$ cat config.mk
export PLATFORM = sky130hd
export DESIGN_NAME = imem_loader_flat
export DESIGN_NICKNAME = d
export VERILOG_FILES = /design/src/rtl/imem_loader_if.sv /design/src/rtl/imem_loader.sv /design/src/flat_wrapper.sv
export SDC_FILE = /design/constraint.sdc
export NUM_CORES = 1
export LEC_CHECK = 0
export BUFFER_PORTS_ARGS = -buffer_cell sky130_fd_sc_hd__buf_2
export CAP_MARGIN = 20
export CORE_ASPECT_RATIO = 0.5
export CORE_MARGIN = 10
export CORE_UTILIZATION = 45
export DETAILED_ROUTE_END_ITERATION = 12
export GPL_TIMING_DRIVEN = 0
export PLACE_DENSITY = 0.69
export SKIP_LAST_GASP = 1
export SYNTH_ARGS = -nofsm -noshare
export SYNTH_HDL_FRONTEND = slang
export SYNTH_SLANG_ARGS = --single-unit
$ cat constraint.sdc
create_clock -name clk -period 2.8 [get_ports clk]
set_clock_uncertainty 0.05 [all_clocks]
set_input_delay 0.14 -clock clk [delete_from_list [all_inputs] [get_ports clk]]
set_output_delay 0.14 -clock clk [all_outputs]
set_load 0.01 [all_outputs]
$ cat src/rtl/imem_loader_if.sv
// ============================================================================
// Module  : imem_loader_if
// Brief   : Control, byte-stream and instruction-memory write bus of imem_loader
// Rev     : 1.0
// ============================================================================
`default_nettype none

interface imem_loader_if #(
    parameter int ADDR_W = 10
) ();
    logic              start;
    logic [ADDR_W-1:0] word_count;
    logic              in_valid;
    logic [7:0]        in_data;
    logic              in_ready;
    logic              imem_we;
    logic [ADDR_W-1:0] imem_addr;
    logic [31:0]       imem_wdata;
    logic              cpu_hold;
    logic              done;
    logic              err;

    modport master (
        output start, word_count, in_valid, in_data,
        input  in_ready, imem_we, imem_addr, imem_wdata, cpu_hold, done, err
    );

    modport slave (
        input  start, word_count, in_valid, in_data,
        output in_ready, imem_we, imem_addr, imem_wdata, cpu_hold, done, err
    );
endinterface

`default_nettype wire

$ cat src/rtl/imem_loader.sv
// ============================================================================
// Module  : imem_loader
// Brief   : Assembles a little-endian byte stream into 32-bit words and writes
//           them to instruction memory while holding the CPU.
//           Optional checksum byte: define IMEM_LOADER_CHECKSUM_EN.
// Rev     : 1.0
// ============================================================================
`default_nettype none

module imem_loader #(
    parameter int ADDR_W    = 10,
    parameter int BASE_ADDR = 0
) (
    input  wire logic     clk,
    input  wire logic     reset,
    imem_loader_if.slave  bus
);

    localparam logic [ADDR_W-1:0] c_base_addr = ADDR_W'(BASE_ADDR);

`ifdef IMEM_LOADER_CHECKSUM_EN
    typedef enum logic [2:0] {
        S_IDLE  = 3'd0,
        S_RECV  = 3'd1,
        S_WRITE = 3'd2,
        S_DONE  = 3'd3,
        S_CHK   = 3'd4
    } state_t;
`else
    typedef enum logic [2:0] {
        S_IDLE  = 3'd0,
        S_RECV  = 3'd1,
        S_WRITE = 3'd2,
        S_DONE  = 3'd3
    } state_t;
`endif

    state_t            state_q, state_d;
    logic [1:0]        byte_idx_q, byte_idx_d;
    logic [ADDR_W-1:0] word_idx_q, word_idx_d;
    logic [ADDR_W-1:0] count_q, count_d;
    logic [31:0]       buf_q, buf_d;
`ifdef IMEM_LOADER_CHECKSUM_EN
    logic [7:0]        csum_q, csum_d;
    logic              err_q, err_d;
`endif

    always_ff @(posedge clk) begin
        if (reset) begin
            state_q    <= S_IDLE;
            byte_idx_q <= '0;
            word_idx_q <= '0;
            count_q    <= '0;
            buf_q      <= '0;
`ifdef IMEM_LOADER_CHECKSUM_EN
            csum_q     <= '0;
            err_q      <= 1'b0;
`endif
        end else begin
            state_q    <= state_d;
            byte_idx_q <= byte_idx_d;
            word_idx_q <= word_idx_d;
            count_q    <= count_d;
            buf_q      <= buf_d;
`ifdef IMEM_LOADER_CHECKSUM_EN
            csum_q     <= csum_d;
            err_q      <= err_d;
`endif
        end
    end

    always_comb begin
        state_d    = state_q;
        byte_idx_d = byte_idx_q;
        word_idx_d = word_idx_q;
        count_d    = count_q;
        buf_d      = buf_q;
`ifdef IMEM_LOADER_CHECKSUM_EN
        csum_d     = csum_q;
        err_d      = err_q;
`endif
        case (state_q)
            S_IDLE, S_DONE: begin
                if (bus.start) begin
                    count_d    = bus.word_count;
                    byte_idx_d = '0;
                    word_idx_d = '0;
`ifdef IMEM_LOADER_CHECKSUM_EN
                    csum_d     = '0;
                    err_d      = 1'b0;
`endif
                    state_d    = (bus.word_count == '0) ? S_DONE : S_RECV;
                end
            end
            // in_ready is high throughout RECV, so in_valid alone qualifies a transfer
            S_RECV: begin
                if (bus.in_valid) begin
                    buf_d[{byte_idx_q, 3'b000} +: 8] = bus.in_data;
                    byte_idx_d = byte_idx_q + 2'd1;
`ifdef IMEM_LOADER_CHECKSUM_EN
                    csum_d     = csum_q ^ bus.in_data;
`endif
                    if (byte_idx_q == 2'd3) begin
                        state_d = S_WRITE;
                    end
                end
            end
            S_WRITE: begin
                word_idx_d = word_idx_q + ADDR_W'(1);
                if (word_idx_d == count_q) begin
`ifdef IMEM_LOADER_CHECKSUM_EN
                    state_d = S_CHK;
`else
                    state_d = S_DONE;
`endif
                end else begin
                    state_d = S_RECV;
                end
            end
`ifdef IMEM_LOADER_CHECKSUM_EN
            S_CHK: begin
                if (bus.in_valid) begin
                    err_d   = (bus.in_data != csum_q);
                    state_d = S_DONE;
                end
            end
`endif
            default: state_d = S_IDLE;
        endcase
    end

    // Address and data are forced to zero outside WRITE so reset/idle show all-zero outputs
    assign bus.imem_we    = (state_q == S_WRITE);
    assign bus.imem_addr  = (state_q == S_WRITE) ? (c_base_addr + word_idx_q) : '0;
    assign bus.imem_wdata = (state_q == S_WRITE) ? buf_q : '0;
    assign bus.done       = (state_q == S_DONE);
    assign bus.cpu_hold   = (state_q != S_IDLE) && (state_q != S_DONE);
`ifdef IMEM_LOADER_CHECKSUM_EN
    assign bus.in_ready   = (state_q == S_RECV) || (state_q == S_CHK);
    assign bus.err        = err_q;
`else
    assign bus.in_ready   = (state_q == S_RECV);
    assign bus.err        = 1'b0;
`endif

endmodule

`default_nettype wire
$ cat src/flat_wrapper.sv
// flat-port wrapper written by rule: the top's interface ports become plain ports
module imem_loader_flat 
#(
    parameter int ADDR_W    = 10,
    parameter int BASE_ADDR = 0
)
  (clk, reset, bus_start, bus_word_count, bus_in_valid, bus_in_data, bus_in_ready, bus_imem_we, bus_imem_addr, bus_imem_wdata, bus_cpu_hold, bus_done, bus_err);
  imem_loader_if #(.ADDR_W(ADDR_W)) bus_i ();
  input  wire logic clk;
  input  wire logic reset;
  input wire logic [$bits(bus_i.start)-1:0] bus_start;
  input wire logic [$bits(bus_i.word_count)-1:0] bus_word_count;
  input wire logic [$bits(bus_i.in_valid)-1:0] bus_in_valid;
  input wire logic [$bits(bus_i.in_data)-1:0] bus_in_data;
  output wire logic [$bits(bus_i.in_ready)-1:0] bus_in_ready;
  output wire logic [$bits(bus_i.imem_we)-1:0] bus_imem_we;
  output wire logic [$bits(bus_i.imem_addr)-1:0] bus_imem_addr;
  output wire logic [$bits(bus_i.imem_wdata)-1:0] bus_imem_wdata;
  output wire logic [$bits(bus_i.cpu_hold)-1:0] bus_cpu_hold;
  output wire logic [$bits(bus_i.done)-1:0] bus_done;
  output wire logic [$bits(bus_i.err)-1:0] bus_err;
  assign bus_i.start = bus_start;
  assign bus_i.word_count = bus_word_count;
  assign bus_i.in_valid = bus_in_valid;
  assign bus_i.in_data = bus_in_data;
  assign bus_in_ready = bus_i.in_ready;
  assign bus_imem_we = bus_i.imem_we;
  assign bus_imem_addr = bus_i.imem_addr;
  assign bus_imem_wdata = bus_i.imem_wdata;
  assign bus_cpu_hold = bus_i.cpu_hold;
  assign bus_done = bus_i.done;
  assign bus_err = bus_i.err;
  imem_loader #(.ADDR_W(ADDR_W), .BASE_ADDR(BASE_ADDR)) u_core (.clk(clk), .reset(reset), .bus(bus_i));
endmodule
# Word-level counts from Yosys, hierarchy flattened

Cells that the tools add are included.

Logic and storage cells: 45
Register bits after elaboration: 57
Input port bits: 22

Reductions and logical operators: 12
Multiplexer cells: 14
Eq/ne operators: 9
Shifts and indexed selects: 2
Add/sub/neg operators: 3

Operators with widths:

| kind                                                                    | count |
|---|---|
| 32-bit bitwise mux                                                      | 1 |
| 32-bit two-way mux                                                      | 1 |
| 8-bit by 7-bit variable shift with 32-bit output (first input constant) | 1 |
| 8-bit by 7-bit variable part select with 32-bit output                  | 1 |
| 10-bit two-way mux                                                      | 2 |
| 10-bit case mux with 2 select lines                                     | 1 |
| 10-bit by 1-bit adder with 10-bit output (second input constant)        | 1 |
| 10-bit equality test                                                    | 1 |
| 10-bit logical NOT                                                      | 1 |
| 3-bit two-way mux                                                       | 3 |
| 3-bit case mux with 3 select lines                                      | 1 |
| 2-bit two-way mux                                                       | 4 |
| 5-bit negator with 7-bit output                                         | 1 |
| 3-bit by 2-bit equality test with 1-bit output (second input constant)  | 2 |
| 2-bit AND reduction                                                     | 3 |
| 3-bit AND reduction                                                     | 2 |
| 2-bit != test (second input constant)                                   | 2 |
| 2-bit case mux with 2 select lines                                      | 1 |
| 2-bit nonzero test                                                      | 2 |
| 3-bit by 1-bit equality test with 1-bit output (second input constant)  | 1 |
| 3-bit logical NOT                                                       | 1 |
| 3-bit by 2-bit != test with 1-bit output (second input constant)        | 1 |
| 3-bit nonzero test                                                      | 1 |
| 2-bit by 1-bit adder with 2-bit output (second input constant)          | 1 |
| 4 further kinds                                                         | 4 |

# Logic depth before layout (Yosys ltp)

Gate-level depths: netlist of run 1.

Depth after elaboration: 4
Mapped depth: 9
Depth with buffers taken out: 7

# Worst setup path before layout of run 1

No wires, ideal clock.

Path kind: register to register
Start point: register u_core.state_q[0]
End point: register u_core.word_idx_q[7]
Cell stages (with the launch flop): 10
Period minus slack after synthesis: 1.956 ns
Arrival time: 1.841 ns
Setup time: 0.065 ns
Slack: 0.844 ns
Cells stage by stage: dfxtp_1 > inv_1 > ha_1 > clkbuf_1 > nor2b_1 > buf_6 > or4_1 > a21oi_1 > a21oi_1 > nor2_1

Cells in the longest elaborated chain, start to end: 4

Ends and longest elaborated chain:

| what                                                                                       | line              | RTL |
|---|---|---|
| from (decl)                                                                                | imem_loader.sv:38 | `state_t state_q, state_d;` |
| from (signal assigned)                                                                     | imem_loader.sv:60 | `state_q <= state_d;` |
| 3-bit by 2-bit equality test with 1-bit output / 3-bit logical NOT (equally long branches) | imem_loader.sv:82 | `case (state_q)` |
| 2-bit OR reduction                                                                         | imem_loader.sv:82 |  |
| 2-bit != test (no source line) / 2-bit nonzero test (equally long branches)                | -                 |  |
| 2-bit AND reduction (no source line)                                                       | -                 |  |
| to (signal assigned)                                                                       | imem_loader.sv:62 | `word_idx_q <= word_idx_d;` |
| to (decl)                                                                                  | imem_loader.sv:40 | `logic [ADDR_W-1:0] word_idx_q, word_idx_d;` |

Parallel ways exist; a longest one is shown, timed or not.
A chain may end at the register's enable or synchronous reset.

# Final worst setup path of run 1

Start point: register u_core.word_idx_q[0]
End point: register u_core.state_q[1]

Cells in the longest elaborated chain, start to end: 4

Ends and longest elaborated chain:

| what                                     | line               | RTL |
|---|---|---|
| 10-bit by 1-bit adder with 10-bit output | imem_loader.sv:109 | `word_idx_d = word_idx_q + ADDR_W'(1);` |
| 10-bit equality test                     | imem_loader.sv:110 | `if (word_idx_d == count_q) begin` |
| 2-bit two-way mux                        | imem_loader.sv:110 |  |
| 3-bit case mux with 3 select lines       | imem_loader.sv:82  |  |

Every way passes these cells.

==> qor.txt, run 1 <==
Pre-CTS setup slack -> 0.555 ns
Dpl cells -> 498
Routed WL per cell -> 14.7 µm
Vias/cell -> 5.22
Drt pass-1 iters -> 4
Ys Warns -> 0
Worst-path clk slew -> 0.07 ns
Largest net degree at the start of global routing -> 19
Antenna Cells -> 0
CTS tree -> yes
Yosys top cell area share -> 0.383
Fill cells -> 589
Fmax -> 441 MHz
DIE AREA -> 10,300 µm²
Count of input and output buffers -> 65
Synth unique cells -> 47
Die X -> 134 µm
Worst-Margin Slew -> 0.767 ns
Outcome -> complete, no violations
IO Pins -> 69
DRT antenna net count -> 0
Setup Fix Bufs, Post-CTS -> 0
Final period util -> 0.810
CP Launch Point -> u_core.word_idx_q[0]
Number of global-route vias before repair -> 2,627
RR Startpoint -> u_core.word_idx_q[0]
Crit Path Class -> flop to flop
Top cells by area, synth -> dfxtp_1 38%, a22oi_1 9.7%, and2_1 9.0%, nor2_1 6.3%, ha_1 4.3%
Post-Syn Area -> 2930 µm²
Share of cells above drive strength 1 -> 0.227
Cell count after synthesis -> 345
Post-synth EDFFs -> 0
DR iter-0 viols -> 208
Peak supply drop -> 0.300 mV
PwrDens -> 648 nW/µm²
Net Sw Frac -> 0.359
Max Cap Viol -> 0
Final Setup Violations -> 0
DP Wirelength -> 5.73 mm
Sequential share of power -> 0.412
# hold bufs at CTS -> 0
Post-synth top area cell -> dfxtp_1
Final hold violation count -> 0
Initial Util -> 0.474
Min-delay worst type -> primary input to flop
GR Util All Layers -> 0.142
GP Congestion -> 0.884
Hold Path Origin -> reset
First-pass GRT wire length -> 12.5 mm
Crit path capture type -> flop
Residual DRC -> 0
Root Driver -> clkbuf_16
H-Tree Depth -> 2
Initial antenna violation count -> 0
Vias post-DR -> 2,643
Setup TNS -> 0 ns
Required @ worst endpoint -> 2.96 ns
Total gr overflow -> 0
Area Growth Syn to Fin -> 19.9%
Crit-path max FO -> 7
Syn_area_per_cell -> 8.49 µm²
Finished Layout Cells -> 506
Setup ws final -> 0.532 ns
Top_reg_cell synth -> dfxtp_1
Leakage -> 1.48 nW
Logic pwr share -> 0.314
Minimum clock period -> 2.27 ns
Chip height -> 77.0 µm
Clock network power share -> 0.274
Post-CTS resize count -> 0
Final Max Tran Viols -> 0
# rows -> 20
Yosys reg bits -> 56
RSZ-0062 raised after global routing -> false
Post-synthesis sequential area ratio -> 0.383
Worst Setup Start Kind -> flop
CTS Buf Count -> 5
WL final -> 7.44 mm
Psw -> 0.816 mW
Worst Path Arrival -> 2.43 ns
Syn Nets -> 377
Internal Pwr Total -> 1.46 mW
Slew margin rel. -> 0.484
Final #Nets -> 449
Async SR Flop Fraction -> 0
Core area -> 6180 µm²
Clock latency on the worst-skew pair -> 0.29 ns
Maximum clock insertion buffer count -> 2
CTS Sinks -> 56
==> cell usage after synthesis (2+ instances only) <==
cell       number
or4_1           2
o21ai_0        10
nor2_1         49
and2_1         42
buf_2           3
a211oi_1        2
a2bb2oi_1       2
a21oi_1        18
nor4b_2         3
clkbuf_1       12
buf_6           6
nand2_1        27
xor2_1          2
mux2i_1         4
xnor2_1         7
ha_1           10
inv_1           6
dfxtp_1        56
mux2_2          2
nor4_1          3
a22oi_1        38
buf_4           2
nand3_1         9
nand4_1         2
or3_1           2
nor3_1          5
==> sequential cells by signal (all words and copies together) (netlist names) <==
| register | flops |
|---|---|
| u_core.buf_q | 32 |
| u_core.count_q | 10 |
| u_core.word_idx_q | 10 |
| u_core.byte_idx_q | 2 |
| u_core.state_q | 2 |
==> worst max-delay path, stage by stage, from the launching register on <==
cell,delay (ns)
dfxtp_1,0.47
ha_1,0.34
nand3_1,0.21
or4b_1,0.50
a22oi_1,0.16
o2111ai_1,0.18
a211oi_1,0.27
==> metrics by stage <==
stage,power [mW],hold slack [ns],utilization,cell area (µm²)
5_1_grt,2.43,0.0310,0.568,3510
6_report,2.27,0.0306,0.568,3510
4_1_cts,2.29,0.0321,0.568,3510
2_1_floorplan,1.46,0.223,-,2930
3_3_place_gp,1.65,0.337,0.544,3360
3_5_place_dp,1.67,0.342,0.544,3360
==> power groups by stage <==
stage / Clock (mW) / Sequential, mW / Combinational, mW
finish: 0.623 / 0.936 / 0.715
global route: 0.674 / 0.946 / 0.808
CTS: 0.637 / 0.937 / 0.717
floorplan: 0 / 0.935 / 0.525
detailed placement: 0 / 0.954 / 0.711
global placement: 0 / 0.949 / 0.697
==> final cells by class <==
| class | count | area [µm²] | area share |
|---|---|---|---|
| Tap cell | 88 | 110 | 0.0314 |
| Sequential cell | 56 | 1120 | 0.319 |
| Multi-Input combinational cell | 259 | 1630 | 0.464 |
| Clock buffer | 5 | 125 | 0.0356 |
| Clock inverter | 3 | 22.5 | 0.00641 |
| Buffer | 24 | 156 | 0.0445 |
| Inverter | 6 | 22.5 | 0.00641 |
| Timing Repair Buffer | 65 | 325 | 0.0927 |
==> metal layers <==
metal / vias up / track usage / routed length [µm]
li1: 1344 / - / -
met1: 1256 / 0.164 / 3360
met2: 36 / 0.261 / 3750
met3: 7 / 0.0312 / 250
met4: 0 / 0.0324 / 81
met5: - / 0 / 0
==> worst paths after layout <==
kind	endpoint	slack [ns]	depth (start not counted)
max reg2reg	u_core.state_q[1]	0.53	6
max	u_core.state_q[1]	0.53	6
min	u_core.count_q[1]	0.03	2
min reg2reg	u_core.count_q[9]	0.42	2
==> cells in the final DEF, fill, tap and decap left out, drive strengths merged, types with 2 or more instances in the layout <==
cell and instances:
a2bb2oi 2, nand3 9, nor3 5, nor4 4, mux2 2, clkinv 2, buf 76, ha 10
nor4b 3, or4 2, or3 3, and2 43, o21ai 11, nand2 27, a22oi 38, nand4 3
nor2 49, a211oi 2, xnor2 7, xor2 2, dfxtp 56, inv 7, a21oi 18, clkbuf 18
mux2i 4
==> kinds of logic (layout without fill, tap and decap cells) <==
kind of cell             count (synthesis)  after routing  share of synthesized area
AND/OR/NAND/NOR                        154            154                      0.276
AO/OA/AOI/OAI                           78             78                      0.180
flip-flops                              56             56                      0.383
buffers and inverters                   30            103                     0.0611
adder cells (fa/ha/maj)                 10             10                     0.0427
XOR/XNOR                                10             10                     0.0346
multiplexers                             6              6                     0.0214
other                                    1              1                    0.00128
Power figures use the tool's default switching activity.
==> run 2: changes to the inputs <==
==> constraint.sdc (replaced) <==
create_clock -name clk -period 2.1 [get_ports clk]
set_clock_uncertainty 0.05 [all_clocks]
set_input_delay 0.105 -clock clk [delete_from_list [all_inputs] [get_ports clk]]
set_output_delay 0.105 -clock clk [all_outputs]
set_load 0.01 [all_outputs]
==> run 2 against run 1 <==
Compared with the run above:
- via count increased by 1.5%
- core utilization increased by 1.9 points
- clock power increased by 34%
- non-clock buffer count increased by 5
- wire length increased by 2.2%
- combinational power increased by 43%
- fmax increased by 15%
- register-to-register slack got worse by 0.41 ns
- final cell count increased by 0.99%
- sequential power increased by 35%
- sequential cell count unchanged
- hold slack got worse by 0.018 ns
==> qor.txt, run 2 (synthesis gave the netlist of run 1 again) <==
Outcome -> complete, no violations
WL final -> 7.60 mm (+2.2%)
Crit-path max FO -> 8 (+1)
Worst-path clk slew -> 0.07 ns (about the same)
IO Pins -> 69 (unchanged)
DRT antenna net count -> 0 (unchanged)
Worst R2R Path Depth -> 6 (unchanged)
Final #Nets -> 454 (+1.1%)
Crit Path Class -> flop to flop
Core area -> 6180 µm² (unchanged)
Count of input and output buffers -> 65 (unchanged)
CTS Sinks -> 56 (unchanged)
Leakage -> 1.54 nW (+4.4%)
Routed WL per cell -> 14.9 µm (+1.2%)
Pre-CTS setup slack -> -0.145 ns (-0.700 ns)
WHS Path Cells -> 3 (+1)
Required @ worst endpoint -> 2.28 ns (-0.68 ns)
Maximum clock insertion buffer count -> 2 (unchanged)
Crit path capture type -> flop
CP Launch Point -> u_core.byte_idx_q[0]
CTS Buf Count -> 5 (unchanged)
Initial Util -> 0.474 (unchanged)
Fmax -> 506 MHz (+15%)
Worst Path Arrival -> 2.16 ns (-0.27 ns)
Reg with most FFs -> u_core.buf_q
Dpl cells -> 498 (unchanged)
Most frequent cells in the layout -> 68 x buf_2, 53 x dfxtp_1, 49 x nor2_1, 42 x and2_1, 38 x a22oi_1
Final Setup Violations -> 0 (unchanged)
DP Wirelength -> 5.73 mm (unchanged)
Worst Setup Start Kind -> flop
# rows -> 20 (unchanged)
Clock latency on the worst-skew pair -> 0.29 ns (about the same)
GP Congestion -> 0.884 (unchanged)
RSZ-0062 raised after global routing -> false
Biggest regs -> u_core.buf_q (32), u_core.count_q (10), u_core.word_idx_q (10)
Final Max Tran Viols -> 0 (unchanged)
Max reg flops -> 32 (unchanged)
Peak supply drop -> 0.432 mV (+44%)
Fin area -> 3630 µm² (+3.4%)
Util after Layout -> 0.587 (+0.0192)
Worst-Margin Slew -> 0.723 ns (-0.0445 ns)
Placement Cell Area -> 3360 µm² (unchanged)
PwrDens -> 858 nW/µm² (+32%)
Final period util -> 0.942 (+0.132)
RR Startpoint -> u_core.byte_idx_q[0]
Initial antenna violation count -> 0 (unchanged)
Chip height -> 77.0 µm (unchanged)
Final hold violation count -> 0 (unchanged)
Drt pass-1 iters -> 4 (unchanged)
Slew margin rel. -> 0.515 (+0.0307)
Vias/cell -> 5.25 (+0.48%)
Antenna Cells -> 0 (unchanged)
Reg2Reg Setup Slack -> 0.12 ns (-0.41 ns)
Area Growth Syn to Fin -> 24.0%
Setup ws final -> 0.122 ns (-0.410 ns)
Setup TNS -> 0 ns (unchanged)
Residual DRC -> 0 (unchanged)
First-pass GRT wire length -> 12.8 mm (+2.0%)
CTS tree -> yes
GR Util All Layers -> 0.145 (+0.00274)
Die X -> 134 µm (unchanged)
Finished Layout Cells -> 511 (+0.99%)
Total gr overflow -> 0 (unchanged)
DR iter-0 viols -> 226 (+8.7%)
Root Driver -> clkbuf_16
Minimum clock period -> 1.98 ns (-0.290 ns)
Critical path endpoint -> u_core.buf_q[12]
Fill cells -> 574 (-2.5%)
DIE AREA -> 10,300 µm² (unchanged)
Largest net degree at the start of global routing -> 19 (unchanged)
Min-delay worst type -> primary input to flop
Critical R2R Capture -> u_core.buf_q[12]
Commonest non-fill, non-tap cell in the layout -> buf_2
H-Tree Depth -> 2 (unchanged)
Vias post-DR -> 2,682 (+1.5%)
Fin Hold WS -> 0.0127 ns (-0.0179 ns)
Share of cells above drive strength 1 -> 0.265 (+0.0375)
Total power -> 3.11 mW (+37%)
Max Cap Viol -> 0 (unchanged)
Number of global-route vias before repair -> 2,669 (+1.6%)
-- run 2: changes by cell type in the layout (fill, tap and decap cells not counted), sizes merged --
cell | before | now
dlygate4sd3 | 0 | 1
clkbuf | 18 | 17
buf | 76 | 81
-- run 2: final cells by class --
class,count,area (µm²),area share
well taps,88,110,0.0303
inverters,6,22.5,0.00620
clock buffers,5,125,0.0345
plain buffers,23,156,0.0431
flip-flops and latches,56,1130,0.311
clock inverters,3,22.5,0.00620
repair buffers,71,373,0.103
multi-input cells,259,1690,0.466
-- run 2: metal layers --
| layer | routed length [µm] | track usage |
|---|---|---|
| met5 | 0 | 0 |
| met4 | 107 | 0.0389 |
| met3 | 261 | 0.0319 |
| met2 | 3870 | 0.266 |
| met1 | 3360 | 0.165 |
-- run 2: how the worst min path moves through the flow --
stage | from | to | slack [ns]
after global routing | bus_word_count[8] | u_core.count_q[8] | 0.03
after CTS | bus_word_count[1] | u_core.count_q[1] | 0.008
final | bus_word_count[1] | u_core.count_q[1] | 0.01
after global placement | reset | u_core.count_q[9] | 0.30
after floorplan | bus_word_count[0] | u_core.count_q[0] | 0.19
after detailed placement | reset | u_core.count_q[1] | 0.31
-- run 2: worst max-delay path: stages, from the launching register on --
cell and delay (ns):
dfxtp_1 0.55, inv_2 0.19, ha_1 0.49, nor4b_4 0.26, buf_4 0.20, a22oi_1 0.07, nor2_1 0.10
-- run 2: timing repair --
action / in CTS / in global routing
resized for setup: 9 / 11
hold endpoints to repair: 4 / 0
setup endpoints to repair: 61 / 72
setup buffers: 3 / 2
pin swaps: 3 / 1
hold buffers: 1 / 0
-- run 2: power by group --
| part | internal, mW | switching (mW) |
|---|---|---|
| Combinational | 0.377 | 0.646 |
| Sequential | 1.16 | 0.0953 |
| Clock | 0.447 | 0.386 |
==> run 3: changes to the inputs <==
--- a/config.mk
+++ b/config.mk
@@ -5,7 +5,7 @@
 export SDC_FILE = /design/constraint.sdc
 export NUM_CORES = 1
 export LEC_CHECK = 0
-export BUFFER_PORTS_ARGS = -buffer_cell sky130_fd_sc_hd__buf_2
+export BUFFER_PORTS_ARGS = -buffer_cell sky130_fd_sc_hd__buf_4
 export CAP_MARGIN = 20
 export CORE_ASPECT_RATIO = 0.5
 export CORE_MARGIN = 10
==> run 3 against run 2 <==
Compared with the run above:
- total power is 1.7% higher
- non-clock buffer count did not move
- cell area rose by 4.7%
- core utilization increased by 2.8 points
- die area did not move
- hold slack gained 0.0059 ns
- fmax increased by 0.51%
- combinational power increased by 6%
- first-iteration DRC count fell by 1.8%
- global-route usage grew 1.0 points
- sequential share of layout area down 1.4 points
- wire length up 8.2%
- critical path type unchanged
- critical endpoint is now u_core.state_q[1]
==> qor.txt, run 3 (synthesis gave the netlist of run 1 again) <==
CTS tree -> yes
Worst Path Arrival -> 2.12 ns (-0.04 ns)
Leakage -> 1.55 nW (+0.47%)
Final Setup Violations -> 0 (unchanged)
IO Pins -> 69 (unchanged)
Reg2Reg Setup Slack -> 0.13 ns (about the same)
Required @ worst endpoint -> 2.25 ns (-0.03 ns)
Initial Util -> 0.474 (unchanged)
WL final -> 8.23 mm (+8.2%)
Routed WL per cell -> 16.1 µm (+8.2%)
Die X -> 134 µm (unchanged)
Crit-path cells -> ha_4 -> nand3_2 -> or4b_1 -> a22oi_1 -> o2111ai_1 -> a211oi_1
RSZ-0062 raised after global routing -> false
Minimum clock period -> 1.97 ns (-0.0101 ns)
Commonest non-fill, non-tap cell in the layout -> buf_4
PwrDens -> 833 nW/µm² (-2.9%)
Max Cap Viol -> 0 (unchanged)
DRT antenna net count -> 0 (unchanged)
Maximum clock insertion buffer count -> 2 (unchanged)
Fmax -> 508 MHz (+0.51%)
Total gr overflow -> 0 (unchanged)
CP max stage delay -> 0.48 ns (-0.07 ns)
Met2 Track Usage GR -> 0.277 (+0.0108)
CTS Buf Count -> 5 (unchanged)
CTS Sinks -> 56 (unchanged)
Clock latency on the worst-skew pair -> 0.29 ns (about the same)
GR Util All Layers -> 0.155 (+0.0103)
Most frequent cells in the layout -> 72 x buf_4, 52 x dfxtp_1, 49 x nor2_1, 42 x and2_1, 38 x a22oi_1
DR iter-0 viols -> 222 (-1.8%)
Vias/cell -> 5.42 (+3.3%)
Global route hottest layer -> met2
Root Driver -> clkbuf_16
Residual DRC -> 0 (unchanged)
Crit Path Class -> flop to flop
H-Tree Depth -> 2 (unchanged)
Core area -> 6180 µm² (unchanged)
Initial antenna violation count -> 0 (unchanged)
Multi-input logic area -> 1700 µm² (+0.44%)
Largest net degree at the start of global routing -> 18 (-1)
Crit-path max FO -> 7 (-1)
Min-delay worst type -> primary input to flop
Top delay family on crit path -> compound AO/OA/AOI/OAI gates
GP Congestion -> 0.905 (+2.4%)
Crit path capture type -> flop
Worst-path clk slew -> 0.07 ns (about the same)
DP Wirelength -> 5.91 mm (+3.2%)
Register area -> 1130 µm² (+0.11%)
Chip height -> 77.0 µm (unchanged)
First-pass GRT wire length -> 13.2 mm (+3.7%)
Worst Setup Start Kind -> flop
Grt met1 use -> 0.177 (+0.0121)
# rows -> 20 (unchanged)
Biggest regs -> u_core.buf_q (32), u_core.count_q (10), u_core.word_idx_q (10)
Peak supply drop -> 0.387 mV (-10%)
Final hold violation count -> 0 (unchanged)
Vias post-DR -> 2,770 (+3.3%)
Met3 Track Usage GR -> 0.0358 (+0.00390)
Final #Nets -> 454 (unchanged)
Dpl cells -> 498 (unchanged)
Outcome -> complete, no violations
CP max stage cell -> or4b_1
Finished Layout Cells -> 511 (unchanged)
DIE AREA -> 10,300 µm² (unchanged)
Buf/Inv on CP -> 0 (-2)
Reg with most FFs -> u_core.buf_q
Final Max Tran Viols -> 0 (unchanged)
Slew margin rel. -> 0.478 (-0.0373)
Drt pass-1 iters -> 5 (+1)
Final period util -> 0.937 (-0.00480)
Area Growth Syn to Fin -> 29.8%
Max reg flops -> 32 (unchanged)
Worst-Margin Slew -> 0.778 ns (+0.0555 ns)
Count of input and output buffers -> 65 (unchanged)
Antenna Cells -> 0 (unchanged)
Share of cells above drive strength 1 -> 0.270 (+0.00473)
Fin Hold WS -> 0.0186 ns (+0.00592 ns)
Fill cells -> 565 (-1.6%)
Number of global-route vias before repair -> 2,595 (-2.8%)
==> run 3: changes by cell type in the layout (fill, tap and decap cells not counted), moves of 2 or more <==
| cell | previous run | this run |
|---|---|---|
| nand3_2 | 2 | 4 |
| nand3_1 | 7 | 5 |
| buf_2 | 68 | 3 |
| buf_4 | 7 | 72 |
==> run 3: final cells by class <==
type | instances | area share
buffer | 23 | 0.0415
clock buffer | 6 | 0.0339
clock inverter | 2 | 0.00428
inverter | 6 | 0.00593
multi-input combinational | 259 | 0.447
sequential | 56 | 0.297
tap | 88 | 0.0290
timing repair buffer | 71 | 0.141
==> run 3: timing repair <==
action                                  4_1_cts  5_1_grt
resized for setup                            10       13
setup buffers                                 5        0
cloned                                        0        0
endpoints found under the setup margin       60       55
pin swaps                                     3        0
hold buffers                                  1        0
hold endpoints to repair                      2        0
==> run 3: tightest hold or removal path, delay by kind of cell <==
kind	cells	cell delay [ns]
AOI/OAI and AO/OA	1	0.05
buffers and inverters	1	0.11
and+or+nand+nor	1	0.05
==> run 3: path summary, 6_finish.rpt <==
check,start,end,cells past startpoint
worst max-delay path,u_core.word_idx_q[0],u_core.state_q[1],6
worst min-delay path,bus_word_count[8],u_core.count_q[8],3
worst max register to register,u_core.word_idx_q[0],u_core.state_q[1],6
worst min register to register,u_core.count_q[3],u_core.count_q[3],2
==> run 3: where the power goes <==
part	switching, mW	total, mW	internal (mW)
Combinational	0.667	1.08	0.412
Clock	0.382	0.828	0.445
Sequential	0.0942	1.26	1.17
==> run 3: metal layers <==
| layer | share of wire | vias to the layer above | routed length, µm |
|---|---|---|---|
| met1 | 0.42 | 1330 | 3480 |
| met5 | 0 | - | 0 |
| met3 | 0.039 | 15 | 319 |
| met2 | 0.52 | 74 | 4280 |
| li1 | - | 1351 | - |
| met4 | 0.018 | 0 | 145 |
==> run 3: metrics by stage <==
| step | TNS (ns) | worst slack (ns) | power [mW] | instance area (µm²) | util |
|---|---|---|---|---|---|
| 5_1_grt | 0 | 0.0300 | 3.36 | 3800 | 0.615 |
| 2_1_floorplan | 0 | 0.144 | 1.95 | 2930 | - |
| 6_report | 0 | 0.132 | 3.17 | 3800 | 0.615 |
| 3_3_place_gp | -0.862 | -0.100 | 2.23 | 3530 | 0.570 |
| 4_1_cts | 0 | 0.0233 | 3.14 | 3770 | 0.610 |
| 3_5_place_dp | -2.84 | -0.174 | 2.27 | 3530 | 0.570 |
